--- config.mk ---
export PLATFORM = sky130hd
export DESIGN_NAME = fifo_packet_tx
export DESIGN_NICKNAME = d
export VERILOG_FILES = /design/src/rtl/fifo_packet_tx.sv
export SDC_FILE = /design/constraint.sdc
export NUM_CORES = 1
export LEC_CHECK = 0
export ABC_AREA = 1
export BUFFER_PORTS_ARGS = -buffer_cell sky130_fd_sc_hd__buf_4
export CAP_MARGIN = 10
export CORE_ASPECT_RATIO = 0.5
export CORE_UTILIZATION = 30
export CTS_CLUSTER_SIZE = 14
export DETAILED_ROUTE_END_ITERATION = 10
export GPL_TIMING_DRIVEN = 0
export PLACE_DENSITY = 0.52
export SYNTH_ARGS = -nofsm -noshare
export SYNTH_HDL_FRONTEND = slang
export SYNTH_SLANG_ARGS = --single-unit
--- constraint.sdc ---
create_clock -name clk -period 4.86 [get_ports clk]
set_input_delay 1.215 -clock clk [delete_from_list [all_inputs] [get_ports clk]]
set_output_delay 1.215 -clock clk [all_outputs]
set_load 0.01 [all_outputs]
--- src/rtl/fifo_packet_tx.sv ---
// fifo_packet_tx
//   Drains words from the latch FIFO and sends each one off chip as a serial
//   UART-style frame: start(0), payload LSB first, odd parity, stop(1).
//   Every bit is held for BIT_PERIOD clocks.
// Ports
//   clk          system clock, posedge
//   reset_n      asynchronous active-low reset
//   tx_enable    level-sensitive permission to start new frames
//   fifo_empty   FIFO empty flag, sampled only while idle
//   fifo_data    FIFO data_out, captured at the end of LOAD
//   read_n       FIFO read strobe, active low, one clock wide
//   tx_out       serial output, idles high
//   tx_busy      high from READ through the end of the stop bit
//   frames_sent  saturating count of completed frames
module fifo_packet_tx #(
   parameter int WORD_WIDTH = 63,
   parameter int BIT_PERIOD = 4,
   parameter int CNT_WIDTH  = 16
) (
   input  logic                  clk,
   input  logic                  reset_n,
   input  logic                  tx_enable,
   input  logic                  fifo_empty,
   input  logic [WORD_WIDTH-1:0] fifo_data,
   output logic                  read_n,
   output logic                  tx_out,
   output logic                  tx_busy,
   output logic [CNT_WIDTH-1:0]  frames_sent
);

   localparam int CLK_W = (BIT_PERIOD > 1) ? $clog2(BIT_PERIOD) : 1;
   localparam int BIT_W = $clog2(WORD_WIDTH + 3);
   localparam logic [CLK_W-1:0] CLK_LAST = CLK_W'(BIT_PERIOD - 1);
   // bit_cnt numbers the frame bit currently on the wire: 0 = start,
   // 1..WORD_WIDTH = payload, WORD_WIDTH+1 = parity, WORD_WIDTH+2 = stop
   localparam logic [BIT_W-1:0] PAR_IDX  = BIT_W'(WORD_WIDTH + 1);
   localparam logic [BIT_W-1:0] STOP_IDX = BIT_W'(WORD_WIDTH + 2);

   typedef enum logic [1:0] {IDLE, READ, LOAD, SEND} state_t;

   state_t                 state_q,   state_d;
   logic [CLK_W-1:0]       clk_cnt_q, clk_cnt_d;
   logic [BIT_W-1:0]       bit_cnt_q, bit_cnt_d;
   logic [WORD_WIDTH:0]    shift_q,   shift_d;
   logic                   read_n_q,  read_n_d;
   logic                   tx_q,      tx_d;
   logic                   busy_q,    busy_d;
   logic [CNT_WIDTH-1:0]   sent_q,    sent_d;

   always_ff @(posedge clk or negedge reset_n) begin
      if (!reset_n) begin
         state_q   <= IDLE;
         clk_cnt_q <= '0;
         bit_cnt_q <= '0;
         shift_q   <= '0;
         read_n_q  <= 1'b1;
         tx_q      <= 1'b1;
         busy_q    <= 1'b0;
         sent_q    <= '0;
      end else begin
         state_q   <= state_d;
         clk_cnt_q <= clk_cnt_d;
         bit_cnt_q <= bit_cnt_d;
         shift_q   <= shift_d;
         read_n_q  <= read_n_d;
         tx_q      <= tx_d;
         busy_q    <= busy_d;
         sent_q    <= sent_d;
      end
   end

   always_comb begin
      state_d   = state_q;
      clk_cnt_d = clk_cnt_q;
      bit_cnt_d = bit_cnt_q;
      shift_d   = shift_q;
      read_n_d  = read_n_q;
      tx_d      = tx_q;
      busy_d    = busy_q;
      sent_d    = sent_q;
      case (state_q)
         IDLE: begin
            if (tx_enable && !fifo_empty) begin
               state_d  = READ;
               read_n_d = 1'b0;
               busy_d   = 1'b1;
            end
         end
         READ: begin
            state_d  = LOAD;
            read_n_d = 1'b1;
         end
         LOAD: begin
            // FIFO latch is closed by now; parity is odd over payload+parity
            shift_d   = {~^fifo_data, fifo_data};
            tx_d      = 1'b0;
            clk_cnt_d = '0;
            bit_cnt_d = '0;
            state_d   = SEND;
         end
         SEND: begin
            if (clk_cnt_q == CLK_LAST) begin
               clk_cnt_d = '0;
               if (bit_cnt_q == STOP_IDX) begin
                  tx_d    = 1'b1;
                  busy_d  = 1'b0;
                  if (sent_q != '1) sent_d = sent_q + 1'b1;
                  state_d = IDLE;
               end else begin
                  bit_cnt_d = bit_cnt_q + 1'b1;
                  shift_d   = shift_q >> 1;
                  // leaving parity means the stop bit is next; the shifter is spent
                  tx_d      = (bit_cnt_q == PAR_IDX) ? 1'b1 : shift_q[0];
               end
            end else begin
               clk_cnt_d = clk_cnt_q + 1'b1;
            end
         end
         default: state_d = IDLE;
      endcase
   end

   assign read_n      = read_n_q;
   assign tx_out      = tx_q;
   assign tx_busy     = busy_q;
   assign frames_sent = sent_q;

endmodule

==> impl_results.md, run 1 <==
* Status: complete, no violations
* Gr ovfl total at 0
* Min Hold Slack at 0.491 ns
* Core ar. at 0.0184 mm²
* Reg2Reg Setup Slack at 2.60 ns
* Initial antenna violation count at 0
* Post-CTS Hold Fix Bufs at 0
* Layout cells sized above 1 at 0.141
* CTS Sinks at 94
* Post-synth cell types at 30
* Max Cap Violations at 0
* Sequential element share of the synthesized area at 0.415
* R2R Path End: bit_cnt_q[6]
* Worst vdd ir at 0.130 mV
* Final setup vio count at 0
* Post-route antenna net violation count at 0
* Ports at 86
* Fill cells at 1957
* CTS tree: done
* R2R cell count at 12
* Overall power at 1.73 mW
* Synthesis Warnings at 0
* Hold path start: bit_cnt_q[5]
* Drt pass-1 iters at 4
* GRT Total Usage at 0.140
* H-tree levels at 3
* Yosys reg bits at 94
* Worst-Skew Late Latency at 0.34 ns
* Leak Pwr at 3.57 nW
* Routed via count at 5219
* Drt total wl at 13300 µm
* Top cells by count, synth: nand2_1, dfrtp_1, nor2_1, a31oi_1, inv_1
* Reg2reg start: state_q[0]
* Post-Syn Area at 0.00567 mm²
* Die width at 196 µm
* Via count of the first global-routing pass at 4833
* Crit Path Category: flop to flop
* Final Hold Vio Count at 0
* Multi-input gate area at 0.00295 mm²
* Post-synthesis average cell area at 6.99 µm²
* Max Root-Sink Buffers at 2
* Worst-Margin Slew at 0.682 ns
* CTS Buf Count at 9
* Ant diodes at 0
* Net Switching at 0.450 mW
* Largest net degree at the start of global routing at 95
* Post-CTS resize count at 0
* Post-synth EDFFs at 0
* CP max FO at 8
* Row cnt at 35
* Port Buf Inserts at 85
* Pwr/cell area at 248 mW/mm²
* Internal power at 1.28 mW
* Reg area at 0.00235 mm²
* Number of DRC markers in iteration 0 at 263
* Top post-synthesis cells by area: dfrtp_1, nand2_1, a31oi_1
* # Post-CTS Setup Buffers at 0
* Reg clk slew, reported paths at 0.06 ns
* RSZ-0062 raised after global routing: false
* Post-synth net total at 887
* Nets at 984
* Final design utilization at 0.377
* Detailed placer's ending HPWL at 9950 µm
* First-pass GRT wire length at 22200 µm
* Fin Setup TNS at 0 ns
* Clock Skew at 0.0110 ns
* Yosys top cell area share at 0.406
* Routability cong. at 0.783
* Ys async rst share at 1.00
* Commonest register cell after synthesis: dfrtp_1
* Pins over their slew limit at 0
* Hold EP: bit_cnt_q[5]
* Combinational power share at 0.141
* HP Class: flop to flop
* Die Height at 99.2 µm
* Residual DRC count at 0
* Min cycle time layout at 2.26 ns
* Count leader, synth: nand2_1
* Crit share post-route at 0.464
* Critical Path Start Type: flop
* Clock Tree Root: clkbuf_16
* Hold depth at 1
* CP Capture Type: flop
* Sequential Power Share at 0.453
* Initial core utilization at 0.308
* Critical path arrival at 2.48 ns
* CP required at 5.08 ns
* Drt wl/cell at 11.3 µm
* Yosys top cell by area: dfrtp_1
* Power share of the clock group at 0.405
* Cells after Synth at 811
* Die ar. at 0.0195 mm²
* Relative slew slack at 0.546
* Fmax at 0.443 GHz
* Vias per std cell at 4.46
* Synth-to-layout area growth at 22.5%
* Switch share at 0.261
## how the worst max path moves through the flow
stage | startpoint | end | slack (ns) | cells after the start
after floorplan | fifo_data[48] | shift_q[63] | 2.67 | 16
after detailed placement | fifo_data[55] | shift_q[63] | 2.36 | 15
after global placement | fifo_data[12] | shift_q[63] | 2.35 | 17
final | state_q[0] | bit_cnt_q[6] | 2.60 | 12
after global routing | state_q[0] | shift_q[20] | 2.39 | 7
after CTS | state_q[0] | shift_q[34] | 2.59 | 7
## final cells by class
class / instances / share of cell area
well taps: 259 / 0.0466
clock buffers: 9 / 0.0324
plain buffers: 29 / 0.0178
repair buffers: 86 / 0.0958
multi-input cells: 625 / 0.425
clock inverters: 5 / 0.00883
flip-flops and latches: 94 / 0.339
inverters: 63 / 0.0342
## cells in the final DEF, fill, tap and decap left out, types with 2 or more instances in the layout
cell type,Yosys,final
a21oi_1,7,7
a31oi_1,64,64
buf_2,9,9
buf_4,1,86
clkbuf_1,18,18
clkbuf_16,0,9
clkinvlp_4,0,3
dfrtp_1,92,92
dfstp_2,2,2
ha_1,9,9
inv_1,60,60
inv_2,2,2
nand2_1,355,355
nand2_2,5,5
nand3_1,17,17
nand4_1,2,2
nor2_1,91,91
nor2_2,2,2
nor2_4,3,3
nor3_1,7,7
o21ai_0,9,9
xnor2_1,27,27
xor2_1,20,20
## kinds of logic (layout without fill, tap and decap cells)
logic type / Yosys count / in the layout / synth area share
AO/OA/AOI/OAI: 83 / 83 / 0.0885
XOR/XNOR: 47 / 47 / 0.0726
adder cells (fa/ha/maj): 9 / 9 / 0.0199
buffers and inverters: 92 / 192 / 0.0638
flip-flops: 94 / 94 / 0.415
AND/OR/NAND/NOR: 486 / 486 / 0.340
## stage by stage
| stage | instances | setup slack, ns | instance area [µm²] |
|---|---|---|---|
| finish | 1170 | 2.60 | 6950 |
| global route | 1170 | 2.39 | 6950 |
| CTS | 1169 | 2.59 | 6920 |
| detailed placement | 1155 | 2.36 | 6630 |
| global placement | 1155 | 2.35 | 6630 |
| floorplan | 811 | 2.67 | 5670 |
## state kept, by name, indices dropped and copies added, names as in the netlist
signal,flops
shift_q,64
frames_sent,16
bit_cnt_q,7
clk_cnt_q,2
state_q,2
read_n,1
tx_busy,1
tx_out,1
## layer usage
metal | wire (µm) | track usage | share of wire
met1 | 6760 | 0.190 | 0.51
met5 | 0 | 0 | 0
met4 | 77 | 0.0270 | 0.0058
met2 | 5980 | 0.232 | 0.45
met3 | 454 | 0.0268 | 0.034
## critical path: stages, from the launching register on
cell and delay (ns):
dfrtp_1 0.41, ha_1 0.20, buf_2 0.16, clkinv_2 0.09
nor2_1 0.06, nor2_1 0.15, nand2_2 0.16, nand2_2 0.23
nand3_1 0.19, nor3_2 0.17, nand2_1 0.09, o21ai_0 0.16
a21oi_1 0.06
## power groups by stage
stage                     sequential, mW  combinational, mW  clock (mW)
after floorplan                    0.797              0.138           0
after global placement             0.797              0.238           0
after detailed placement           0.797              0.245           0
after CTS                          0.782              0.246       0.725
after global routing               0.782              0.283       0.750
final                              0.782              0.244       0.699
(Power assumes the default switching activity.)
==> run 2, diff against run 1 <==
==> constraint.sdc (replaced) <==
create_clock -name clk -period 2.2 [get_ports clk]
set_input_delay 0.55 -clock clk [delete_from_list [all_inputs] [get_ports clk]]
set_output_delay 0.55 -clock clk [all_outputs]
set_load 0.01 [all_outputs]
==> run 2 against run 1 <==
Compared with the run above: cell count barely moved; wire length is essentially flat; critical path depth stayed put; design area grew 0.38%; total power rose by 120%; first-iteration DRC count decreased by 4.2%; worst setup slack got worse by 2.5 ns; die area did not move; fmax grew 8.4%; clock power rose by 120%; critical endpoint unchanged; highest routed layer unchanged.
==> impl_results.md, run 2 (same netlist as run 1, synthesis figures left out) <==
* Final design utilization at 0.378
* Detailed placer's ending HPWL at 9950 µm
* Die width at 196 µm
* Crit share post-route at 0.946
* Layout Cells excl Fill at 1171
* Vias per std cell at 4.47
* Fmax at 0.480 GHz
* Drt pass-1 iters at 4
* Multi-input gate area at 0.00296 mm²
* Critical Path Start Type: flop
* First-pass GRT wire length at 22200 µm
* RSZ-0062 raised after global routing: true
* CP required at 2.42 ns
* Gr ovfl total at 0
* Min cycle time layout at 2.08 ns
* Synth-to-layout area growth at 23.0%
* Die Height at 99.2 µm
* Internal power at 2.82 mW
* Max FFs per register at 64
* Drt total wl at 13300 µm
* Ant diodes at 0
* Final setup vio count at 0
* Leak Pwr at 3.59 nW
* HP Class: primary input to asynchronous set/reset pin
* Reg clk slew, reported paths at 0.07 ns
* Layout cells sized above 1 at 0.147
* Switch share at 0.260
* Status: complete, no violations
* Clock Tree Root: clkbuf_16
* GRT Total Usage at 0.140
* CTS Buf Count at 9
* Largest net degree at the start of global routing at 95
* Drt wl/cell at 11.3 µm
* Die ar. at 0.0195 mm²
* Combinational power share at 0.141
* Residual DRC count at 0
* Ports at 86
* Routed via count at 5236
* Port Buf Inserts at 85
* CP max FO at 8
* Crit Path Category: flop to flop
* H-tree levels at 3
* Via count of the first global-routing pass at 4833
* Pins over their slew limit at 0
* Worst vdd ir at 0.288 mV
* Core ar. at 0.0184 mm²
* Final Hold Vio Count at 0
* CTS tree: done
* Nets at 985
* Net Switching at 0.992 mW
* Reg area at 0.00235 mm²
* Most frequent cells in the layout: nand2_1, dfrtp_1, nor2_1
* Row cnt at 35
* Max Cap Violations at 0
* Max Root-Sink Buffers at 2
* Pwr/cell area at 546 mW/mm²
* Largest register by flop count: shift_q
* Sequential Power Share at 0.453
* Worst-Margin Slew at 0.559 ns
* CTS Sinks at 94
* Power share of the clock group at 0.405
* Fill cells at 1955
* Clock Skew at 0.0118 ns
* Critical path arrival at 2.30 ns
* Number of DRC markers in iteration 0 at 252
* Initial antenna violation count at 0
* Initial core utilization at 0.308
* Dpl cells at 1155
* CP Capture Type: flop
* Relative slew slack at 0.627
* Post-route antenna net violation count at 0
* Most common cell after layout, fill and taps aside: nand2_1
* Routability cong. at 0.783
* Worst-Skew Late Latency at 0.34 ns
## run 2: changes by cell type in the layout (fill, tap and decap cells not counted), sizes merged
| cell | previous run | this run |
|---|---|---|
| buf | 97 | 96 |
| clkbuf | 27 | 29 |
## run 2: path summary, 6_finish.rpt
check                           depth (start not counted)              to  slack, ns          from
worst max register to register                         12    bit_cnt_q[6]       0.12    state_q[0]
worst min register to register                          1    bit_cnt_q[5]       0.49  bit_cnt_q[5]
max in group asynchronous                               2          tx_out       1.34       reset_n
min in group clk                                        1    bit_cnt_q[5]       0.49  bit_cnt_q[5]
worst max-delay path                                   12    bit_cnt_q[6]       0.12    state_q[0]
worst min-delay path                                    1  frames_sent[6]       0.19       reset_n
## run 2: layout make-up
class | instances | area share
clock buffers | 9 | 0.0323
flip-flops and latches | 94 | 0.338
clock inverters | 5 | 0.00879
inverters | 63 | 0.0341
well taps | 259 | 0.0465
multi-input cells | 625 | 0.425
repair buffers | 87 | 0.0965
plain buffers | 29 | 0.0190
## run 2: critical path, cell delays in order (launching register included)
cell      delay, ns
dfrtp_1        0.41
ha_1           0.20
buf_2          0.16
clkinv_2       0.09
nor2_1         0.07
nor2_2         0.13
nand2_2        0.12
nand2_4        0.15
nand3_1        0.16
nor3_2         0.17
nand2_1        0.09
o21ai_0        0.16
a21oi_1        0.06
## run 2: routing by layer
layer,track usage,vias to the layer above,share of wire
met4,0.0270,0,0.0070
met2,0.232,76,0.45
met5,0,-,0
li1,-,2744,-
met3,0.0268,9,0.031
met1,0.190,2407,0.51
## run 2: power groups by stage
| stage | combinational (mW) | sequential [mW] | clock (mW) |
|---|---|---|---|
| final | 0.539 | 1.73 | 1.54 |
| after global routing | 0.625 | 1.73 | 1.66 |
| after CTS | 0.543 | 1.73 | 1.60 |
| after detailed placement | 0.541 | 1.76 | 0 |
| after global placement | 0.527 | 1.76 | 0 |
| after floorplan | 0.304 | 1.76 | 0 |
## run 2: metrics by stage
stage          setup TNS [ns]  area (µm²)  setup WS, ns  hold slack (ns)  power (mW)
4_1_cts                     0        6930       0.00455            0.482        3.87
6_report                    0        6970         0.119            0.187        3.81
3_5_place_dp          -0.0488        6630       -0.0156            0.483        2.30
2_1_floorplan               0        5670         0.352            0.254        2.07
3_3_place_gp           -0.113        6630       -0.0254            0.476        2.29
5_1_grt               -0.0358        6970       -0.0174            0.221        4.01
## run 2: repair_timing
action | in CTS | in global routing
pin swaps | 0 | 1
hold buffers | 0 | 0
buffers inserted | 0 | 1
gates resized for setup | 2 | 8
endpoints found under the setup margin | 39 | 66
==> run 3, diff against run 2 <==
--- a/config.mk
+++ b/config.mk
@@ -5,7 +5,6 @@
 export SDC_FILE = /design/constraint.sdc
 export NUM_CORES = 1
 export LEC_CHECK = 0
-export ABC_AREA = 1
 export BUFFER_PORTS_ARGS = -buffer_cell sky130_fd_sc_hd__buf_4
 export CAP_MARGIN = 10
 export CORE_ASPECT_RATIO = 0.5
@@ -13,7 +12,7 @@
 export CTS_CLUSTER_SIZE = 14
 export DETAILED_ROUTE_END_ITERATION = 10
 export GPL_TIMING_DRIVEN = 0
-export PLACE_DENSITY = 0.52
+export PLACE_DENSITY = 0.53
 export SYNTH_ARGS = -nofsm -noshare
 export SYNTH_HDL_FRONTEND = slang
 export SYNTH_SLANG_ARGS = --single-unit
==> run 3 against run 2 <==
Compared with the run above: die area fell by 12%; non-clock buffer count is 9 lower; worst hold slack gained 0.099 ns; global-route usage down 0.59 points; area after synthesis shrank 12%; clock-buffer cell count is 1 higher; combinational power increased to 5.8 times the previous value; core utilization rose by 1.7 points; critical endpoint is now shift_q[63]; worst setup slack better by 0.021 ns; critical path depth is 5 lower; register-to-register slack improved by 0.05 ns; critical path type is now primary input to flop; via count down 32%.
==> impl_results.md, run 3 <==
* Clock Skew at 0.0121 ns
* Core ar. at 0.0158 mm²
* Max Cap Violations at 0
* Synthesis Warnings at 0
* Crit-path cells: buf_4 > xnor3_1 > xnor3_1 > xnor3_1 > xnor3_1 > xnor3_1 > a22o_1
* Pre-CTS WS at -0.236 ns
* Post-synthesis average cell area at 10.5 µm²
* Crit share post-route at 0.936
* Initial core utilization at 0.315
* Pwr/cell area at 1180 mW/mm²
* Detailed placer's ending HPWL at 7850 µm
* Final Hold Vio Count at 0
* Top cells by count, synth: dfrtp_1, nand2_1, mux2i_1, o21ai_1, xnor2_1
* Drt total wl at 10800 µm
* Largest register by flop count: shift_q
* Fin Setup TNS at 0 ns
* Row cnt at 32
* Most frequent cells in the layout: dfrtp_1, buf_4, nand2_1
* Cells after Synth at 474
* Min cycle time layout at 2.06 ns
* Yosys top cell area share at 0.464
* Drt pass-1 iters at 4
* Port Buf Inserts at 85
* Crit Path Category: primary input to flop
* CP required at 2.42 ns
* GRT Total Usage at 0.134
* Top cell by count, worst path: xnor3_1
* CP Capture Type: flop
* CP peak stage delay at 0.38 ns
* Die ar. at 0.0171 mm²
* Yosys reg bits at 94
* Most common cell after layout, fill and taps aside: dfrtp_1
* Relative slew slack at 0.483
* Sequential element share of the synthesized area at 0.474
* Worst vdd ir at 0.432 mV
* Reg clk slew, reported paths at 0.07 ns
* Worst-Skew Late Latency at 0.33 ns
* Number of DRC markers in iteration 0 at 188
* Final setup vio count at 0
* Synth-to-layout area growth at 25.6%
* Routed via count at 3546
* Layout cells sized above 1 at 0.226
* Worst-Margin Slew at 0.775 ns
* Post-CTS Hold Fix Bufs at 0
* Count leader, synth: dfrtp_1
* Slowest-stage cell, CP: xnor3_1
* CTS tree: done
* Final design utilization at 0.395
* Max FFs per register at 64
* Fmax at 0.485 GHz
* Dpl cells at 781
* Residual DRC count at 0
* Drt wl/cell at 13.5 µm
* Gr ovfl total at 0
* Status: complete, no violations
* Critical path arrival at 2.28 ns
* Commonest register cell after synthesis: dfrtp_1
* Top post-synthesis cells by area: dfrtp_1, mux2i_1, xnor2_1
* Post-synth EDFFs at 0
* Initial antenna violation count at 0
* Leak Pwr at 2.86 nW
* H-tree levels at 3
* Pins over their slew limit at 0
* Post-synth cell types at 34
* Max Root-Sink Buffers at 2
* Post-route antenna net violation count at 0
* Overall power at 7.34 mW
* CTS Buf Count at 9
* CTS Sinks at 94
* Ant diodes at 0
* Vias per std cell at 4.46
* Clock Tree Root: clkbuf_16
* First-pass GRT wire length at 18100 µm
* Die Height at 93.0 µm
* Worst Slack Setup Final at 0.140 ns
* Routability cong. at 0.735
* Post-Syn Area at 0.00496 mm²
* # Post-CTS Setup Buffers at 0
* CP max FO at 2
* Post-synth net total at 550
* Via count of the first global-routing pass at 3578
* Nets at 645
* Critical Path Start Type: primary input
* Ports at 86
* Ys async rst share at 1.00
* Yosys top cell by area: dfrtp_1
* HP Class: primary input to asynchronous set/reset pin
* Die width at 184 µm
* Layout Cells excl Fill at 795
* Largest net degree at the start of global routing at 58
run 3: cell types whose count changed in the layout (fill, tap and decap cells not counted), moves of 7 or more:
cell	before	now
a31oi_1	64	0
clkbuf_1	16	5
inv_1	60	8
mux2i_1	0	64
nand2_1	354	75
nand3_1	17	7
nor2_1	90	16
o21ai_0	9	2
o21ai_1	1	63
xnor2_1	27	54
run 3: cell type report:
type	instances	area, µm²
Tap cell	221	277
Inverter	8	30.0
Fill cell	1607	9540
Clock inverter	6	47.5
Buffer	21	108
Multi-Input combinational cell	349	2520
Clock buffer	10	239
Timing Repair Buffer	86	658
Sequential cell	94	2350
run 3: cells by family (layout without fill, tap and decap cells):
group           count (synthesis)  count (layout)  synth area share
simple gates                  121             121             0.103
flops                          94              94             0.474
xor+xnor                       77              77             0.153
compound gates                 75              75            0.0844
mux                            67              67             0.136
buf+inv                        31             131            0.0267
fa+ha+maj                       9               9            0.0227
run 3: stage by stage:
stage	hold WS, ns	instance area [µm²]
final	0.286	6240
after global routing	0.350	6240
after CTS	0.317	6200
after detailed placement	0.475	5900
after global placement	0.466	5880
after floorplan	0.254	4960
run 3: path summary, 6_finish.rpt:
kind                               startpoint        endpoint  slack, ns  cells after the start
worst max-delay path            fifo_data[54]     shift_q[63]       0.14                      7
worst min-delay path                  reset_n  frames_sent[6]       0.29                      1
worst max register to register   bit_cnt_q[4]     shift_q[61]       0.17                      9
worst min register to register    shift_q[20]     shift_q[20]       0.49                      2
max in group asynchronous             reset_n          tx_out       1.17                      2
min in group clk                  shift_q[20]     shift_q[20]       0.49                      2
run 3: where the power goes:
group          internal [mW]  total, mW  leakage, nW  switching [mW]
combinational           1.47       3.11         1.53            1.64
sequential              2.40       2.75         1.19           0.353
clock                  0.804       1.48        0.139           0.676
total                   4.67       7.34         2.86            2.67
run 3: worst max-delay path: cells and delay by family:
kind                   cells  cell delay [ns]
AO/OA/AOI/OAI              1             0.18
XOR/XNOR                   5             1.43
buffers and inverters      1             0.12
run 3: layer usage:
metal / vias up / wire, µm / track usage
met5: - / 0 / 0
met4: 0 / 63 / 0.0292
met3: 5 / 335 / 0.0287
met2: 45 / 4980 / 0.212
met1: 1718 / 5380 / 0.187
li1: 1778 / - / -
run 3: what timing repair did:
action                     CTS  global route
setup endpoints to repair   70            52
resized for setup            5            17
gates cloned                 0             0
